**src/rtl/alu_pkg.sv**
```systemverilog
// Shared definitions for the ALU result accumulator: ALU kind encodings and FSM states.
package alu_pkg;

  localparam int ALU_KIND_XNOR = 0;
  localparam int ALU_KIND_MUL  = 1;

  typedef enum logic [1:0] {
    ACC_IDLE,
    ACC_RUN,
    ACC_DONE
  } acc_state_t;

endpackage

```
**src/rtl/popcnt_unit.sv**
```systemverilog
// Combinational population count of a DATA_WIDTH-bit word.
module popcnt_unit #(
  parameter int DATA_WIDTH = 32,
  parameter int CNT_W      = $clog2(DATA_WIDTH + 1)
) (
  input  logic [DATA_WIDTH-1:0] data,
  output logic [CNT_W-1:0]      count
);

  always_comb begin
    count = '0;
    for (int unsigned i = 0; i < DATA_WIDTH; i++) begin
      count = count + CNT_W'(data[i]);
    end
  end

endmodule

```
**src/rtl/acc_unit.sv**
```systemverilog
// Accumulates VEC_LEN ALU result beats into one signed dot-product result with a
// valid/ready output handshake.
module acc_unit
  import alu_pkg::*;
#(
  parameter int DATA_WIDTH = 32,
  parameter int ALU_KIND   = 0,
  parameter int VEC_LEN    = 16,
  parameter int ACC_WIDTH  = 48
) (
  input  logic                  clk_i,
  input  logic                  rst_n_i,
  input  logic                  in_valid_i,
  output logic                  in_ready_o,
  input  logic [DATA_WIDTH-1:0] in_data_i,
  output logic                  out_valid_o,
  input  logic                  out_ready_i,
  output logic [ACC_WIDTH-1:0]  out_data_o,
  output logic                  busy_o
);

  localparam int CNT_W = $clog2(VEC_LEN);
  localparam int PC_W  = $clog2(DATA_WIDTH + 1);

  acc_state_t           state, state_next;
  logic [CNT_W-1:0]     cnt;
  logic [ACC_WIDTH-1:0] acc;
  logic [ACC_WIDTH-1:0] term;
  logic [ACC_WIDTH-1:0] sum;
  logic                 accept;
  logic                 last;

  generate
    if (ALU_KIND == ALU_KIND_XNOR) begin : g_xnor
      logic [PC_W-1:0] ones;
      popcnt_unit #(
        .DATA_WIDTH(DATA_WIDTH),
        .CNT_W     (PC_W)
      ) u_popcnt (
        .data (in_data_i),
        .count(ones)
      );
      // 2*ones - DATA_WIDTH evaluated modulo 2^ACC_WIDTH yields the signed term
      assign term = (ACC_WIDTH'(ones) << 1) - ACC_WIDTH'(DATA_WIDTH);
    end else if (ALU_KIND == ALU_KIND_MUL) begin : g_mul
      assign term = ACC_WIDTH'(signed'(in_data_i));
    end else begin : g_null
      logic unused_data;
      assign unused_data = ^in_data_i;
      assign term        = '0;
    end
  endgenerate

  assign in_ready_o  = (state != ACC_DONE);
  assign out_valid_o = (state == ACC_DONE);
  assign busy_o      = (state != ACC_IDLE);
  assign accept      = in_valid_i && in_ready_o;
  assign last        = (cnt == CNT_W'(VEC_LEN - 1));
  assign sum         = (state == ACC_IDLE) ? term : acc + term;

  always_comb begin
    state_next = state;
    case (state)
      ACC_IDLE: if (accept)              state_next = ACC_RUN;
      ACC_RUN:  if (accept && last)      state_next = ACC_DONE;
      ACC_DONE: if (out_ready_i)         state_next = ACC_IDLE;
      default:                           state_next = ACC_IDLE;
    endcase
  end

  always_ff @(posedge clk_i or negedge rst_n_i) begin
    if (!rst_n_i) begin
      state      <= ACC_IDLE;
      cnt        <= '0;
      acc        <= '0;
      out_data_o <= '0;
    end else begin
      state <= state_next;
      if (accept) begin
        acc <= sum;
        cnt <= last ? '0 : cnt + CNT_W'(1);
        if (last) out_data_o <= sum;
      end
    end
  end

endmodule

```
**config.mk**
```make
export PLATFORM = sky130hd
export DESIGN_NAME = acc_unit
export DESIGN_NICKNAME = d
export VERILOG_FILES = /design/src/rtl/alu_pkg.sv /design/src/rtl/popcnt_unit.sv /design/src/rtl/acc_unit.sv
export SDC_FILE = /design/constraint.sdc
export NUM_CORES = 1
export LEC_CHECK = 0
export BUFFER_PORTS_ARGS = -buffer_cell sky130_fd_sc_hd__buf_2
export CAP_MARGIN = 20
export CORE_ASPECT_RATIO = 1.4
export CORE_MARGIN = 5
export CORE_UTILIZATION = 45
export CTS_CLUSTER_DIAMETER = 30
export DETAILED_ROUTE_END_ITERATION = 7
export GPL_TIMING_DRIVEN = 0
export PLACE_DENSITY = 0.61
export SYNTH_ARGS = -nofsm -noshare
export SYNTH_HDL_FRONTEND = slang
export SYNTH_HIERARCHICAL = 1
export SYNTH_SLANG_ARGS = --single-unit
```
**constraint.sdc**
```tcl
create_clock -name clk_i -period 6.3 [get_ports clk_i]
set_input_delay 0.63 -clock clk_i [delete_from_list [all_inputs] [get_ports clk_i]]
set_output_delay 0.63 -clock clk_i [all_outputs]
set_load 0.02 [all_outputs]
```
Word-level counts from Yosys, hierarchy flattened. Index checks and enable logic that the tools add are counted.

$add $sub $neg: 34. Eq/ne operators: 7. Reduce and logical (&&, ||, !) cells: 6. Multiplexer cells: 6.

Operators by type and width (number): 6-bit by 1-bit adder with 6-bit output (30); 48-bit adder (1); 48-bit two-way mux (1); 7-bit by 6-bit subtractor with 8-bit output, second input constant (1); 2-bit two-way mux (3); 2-bit != test, second input constant (3); 2-bit case mux with 3 select lines (1); 4-bit by 1-bit adder with 4-bit output, second input constant (1); 4-bit equality test, second input constant (1); 4-bit two-way mux (1); 3-bit AND reduction (1); 1-bit by 1-bit adder with 2-bit output (1); 2-bit by 1-bit equality test with 1-bit output, second input constant (1); 2-bit equality test, second input constant (1); 1-bit logical AND (2); 2-bit zero test (1); 2-bit by 1-bit != test with 1-bit output, second input constant (1); 2-bit AND reduction (1); 2-bit nonzero test (1).

Register bits after elaboration: 102. Word-level logic and storage cells: 57. Input port bits: 36. Output and inout bits: 51.

Depth between registers and ports, before layout.
Word-level depth: 34. Depth in mapped cells: 30. Depth with buffers taken out: 29.

Modules after synthesis. Netlist, hierarchy kept.

By module, submodules not included: acc_unit (cells each 1086, seq. area each 2552.4 um2, times used 1, area an instance 8209.1 um2); popcnt_unit (cells each 73, seq. area each 0.0 um2, times used 1, area an instance 758.2 um2).

Worst setup path after synthesis. No wires, ideal clock.

Kind: in2reg. Start: input in_data_i[0]. End: register out_data_o[23]. Library setup time: 133 ps. Slack: -990 ps. Arrival: 7157 ps. Data required time: 6167 ps. Cell stages on the path: 28. Path buffers: 0. Path through: inv_1 -> fa_1 -> inv_1 -> fa_1 -> fa_1 -> fa_1 -> fa_1 -> inv_1 -> fa_1 -> inv_1 -> ha_1 -> inv_1 -> fa_1 -> nand2b_1 -> a21oi_2 -> xor2_1 -> inv_1 -> ha_1 -> inv_1 -> ha_1 -> a21oi_1 -> a21oi_1 -> o21ai_0 -> a21oi_1 -> o21ai_0 -> or3b_2 -> xnor2_1 -> o21ai_0.

Longest elaborated chain between the ends: 34.

Ends and longest elaborated chain: from (decl) (line acc_unit.sv:15) `input logic [DATA_WIDTH-1:0] in_data_i,`; 1-bit by 1-bit adder with 2-bit output (*) (line popcnt_unit.sv:13) `count = count + CNT_W'(data[i]);`; 6-bit by 1-bit adder with 6-bit output (*) (30 in a row) (line popcnt_unit.sv:13); named net g_xnor.ones[4] (line acc_unit.sv:35) `logic [PC_W-1:0] ones;`; 7-bit by 6-bit subtractor with 8-bit output (*) (line acc_unit.sv:44) `assign term = (ACC_WIDTH'(ones) << 1) - ACC_WIDTH'(DATA_WIDTH);`; 48-bit adder (line acc_unit.sv:59) `assign sum = (state == ACC_IDLE) ? term : acc + term;`; 48-bit two-way mux (*) (line acc_unit.sv:59); to (signal assigned) (line acc_unit.sv:82) `if (last) out_data_o <= sum;`; to (decl) (line acc_unit.sv:18) `output logic [ACC_WIDTH-1:0] out_data_o,`.

Mark *: on every way through the listed nets, which the timed path passes. The rest lies on a longest branch. A chain may end at the register's enable or synchronous reset.

Worst setup path after layout.
Start: input in_data_i[0]. End: register out_data_o[40].

The elaborated chain is that of the path after synthesis.

==> out/qor.csv <==
metric,value,unit
cts_sinks,102,
wl_per_cell,22.3,um
tightest_slew,1020,ps
nFillCells,1780,
setup_ws,-1010,ps
synth_top_area_share,28.5,%
gr-total-overflow,0,
fin_crit,7310,ps
grt_usage,30.6,%
cp.required,6560,ps
grt_pass1_vias,9633,
antenna_found_initial,0,
synth_cells,1159,
grt_max_degree,60,
drt_wl_total,35800,um
ys_ff_latch,102,
relSlewSlack,31.9,%
worst_setup_path_start_kind,primary input,
ys_async_sr_fraction,100,%
htree_levels,3,
finalMaxSlewViolations,0,
timing_hold_violations_final,0,
insertion_delay,370,ps
max_stage_delay,550,ps
dieArea,0.0229,mm^2
synth_edf_count,0,
synth_top_area_cell,dfrtp_1,
cp-end-kind,register,
cts_tree,done,
drv_cap,0,
violations,setup timing,
hp-class,primary input to asynchronous set/reset pin,
diodes,0,
synth_fp_nets,1236,
cp_num_buf_inv,11,
place_hpwl,24600,um
setup_violations,81,
drt_pass1_iterations,6,
final_util,62.4,%
max_freq,137,MHz
synth-main-ff-cell,dfrtp_1,
drtAntennaViolNets,0,
crit_fanout,10,
synth.avg_cell_area,7.74,um^2
cts_made_buffers,9,
vias,9962,
fin_crit_sh,116,%
cts_max_path_buffers,2,
chipHeight,177,um
arrival,7570,ps
rsz0062_at_grt,true,
core,0.0198,mm^2
skew,13.1,ps
layout.nets,1423,
die_w,129,um
cp_top_family,adder cells,
path_clk_slew,80,ps
slowest_stage,fa_1,
crit_type,primary input to register,
synthTopCellsByArea,"dfrtp_1, o21ai_0, a21oi_1",
drt_iter0_drc,853,
synth_area,0.00897,mm^2
drc,0,
crit_path_frequent_cell,fa_1,
syn_to_final_growth,37.5,%
start_util,45.4,%
via_per_inst,6.21,
grt_pass1_wl,54200,um
synth_warnings,6,
cts.hold.buffers_added,0,
row_count,61,
cts-root-buf,clkbuf_16,
status,"complete, but fails checks",
drive_gt1_share,31.9,%
pin_count,87,
gp_congestion,0.962,
port_buffers,86,
post_synth_num_cell_types,77,
yosysSeqAreaShare,28.5,%
[Yosys cell counts (8+ instances only)]
library cell / instances
nand2_1: 135
o21ai_0: 114
a21oi_1: 106
dfrtp_1: 102
clkbuf_1: 84
nor2_1: 79
inv_1: 59
xnor2_1: 52
nor3_1: 28
fa_1: 25
nand3_1: 25
o22ai_1: 25
mux2i_1: 21
ha_1: 16
a211oi_1: 14
nand2b_1: 13
buf_2: 12
nor2b_1: 12
o21a_1: 12
nor4_1: 11
or3_1: 11
a32oi_1: 10
o211ai_1: 10
a31oi_1: 9
o31a_1: 9
buf_1: 8
[worst register-to-register path, cell delays in order (launching register included)]
cell      delay, ps
dfrtp_1         360
clkbuf_1        210
nor2_1          200
clkbuf_1        600
buf_1           770
clkbuf_1        790
o21ai_1         220
o21ai_1         130
a21oi_1          50
[layer usage]
metal | GRT usage, % | vias up | share of wire [%]
li1 | - | 4485 | -
met1 | 37.8 | 4815 | 39
met2 | 50.6 | 491 | 48
met3 | 4.86 | 171 | 6.8
met4 | 17.3 | 0 | 7.1
met5 | 0 | - | 0
[final timing paths]
check                      slack [ps]                       start  cells past startpoint                          to
setup / recovery                -1010                in_data_i[0]                     32  out_data_o[40]$_DFFE_PN0P_
hold / removal                    270                     rst_n_i                      1   out_data_o[5]$_DFFE_PN0P_
setup reg to reg                 2850        state[0]$_DFFE_PN0P_                      8         acc[12]$_DFFE_PN0P_
hold reg to reg                   470  out_data_o[23]$_DFFE_PN0P_                      2  out_data_o[23]$_DFFE_PN0P_
max in group asynchronous        5300                     rst_n_i                      2         acc[31]$_DFFE_PN0P_
min in group clk_i                450                 out_ready_i                      2        state[1]$_DFFE_PN0P_
[final cells by class]
class | instances | area (um^2) | share of cell area, %
clock buffers | 9 | 225 | 1.83
plain buffers | 106 | 587 | 4.76
inverters | 60 | 244 | 1.98
well taps | 252 | 315 | 2.56
flip-flops and latches | 102 | 2550 | 20.7
multi-input cells | 891 | 7050 | 57.1
clock inverters | 7 | 80.1 | 0.649
repair buffers | 176 | 1280 | 10.4
[repair_timing]
action | CTS | global route
cloned | 1 | 1
setup endpoints to repair | 84 | 84
resized for setup | 192 | 120
pin swaps | 88 | 72
setup buffers | 55 | 37
[through the flow]
| stage | hold slack, ps | cells | cell area [um^2] | setup WS (ps) | setup TNS [ps] |
|---|---|---|---|---|---|
| detailed placement | 462 | 1498 | 10100 | -2140 | -133380 |
| floorplan | 334 | 1159 | 9320 | -758 | -36990 |
| global placement | 455 | 1497 | 10100 | -2150 | -132600 |
| global route | 329 | 1603 | 12300 | -1210 | -71120 |
| finish | 267 | 1603 | 12300 | -1010 | -53050 |
| CTS | 292 | 1569 | 11600 | -913 | -51570 |
[registers in the layout (all words and copies together), names as in the netlist]
signal,count
cnt,4
out_data_o,48
state,2
acc,48
[cells by family (layout without fill, tap and decap cells)]
family / Yosys count / after routing / synth area share [%]
AO/OA/AOI/OAI: 394 / 394 / 27.5
XOR/XNOR: 60 / 60 / 5.94
adder cells (fa/ha/maj): 41 / 41 / 7.81
buffers and inverters: 166 / 358 / 7.20
flip-flops: 102 / 102 / 28.5
multiplexers: 25 / 25 / 2.89
AND/OR/NAND/NOR: 371 / 371 / 20.2
[placed cells by master (no fill, tap or decap), types with 11 or more instances in the layout]
cell / instances
or3_1: 11
a21oi_1: 74
buf_6: 38
o21ai_1: 54
o21a_1: 11
nand2b_1: 11
xnor2_1: 38
fa_1: 23
a21oi_2: 28
nand2_1: 125
o22ai_1: 22
clkbuf_1: 68
xnor2_2: 14
nor3_1: 22
dfrtp_1: 102
mux2i_1: 20
ha_1: 11
nand3_1: 24
buf_2: 90
buf_4: 58
inv_1: 51
o21ai_0: 54
nor2_1: 65
Power is not shown: default switching activity piles up to over one toggle a cycle in this logic, so the estimate is an artifact.
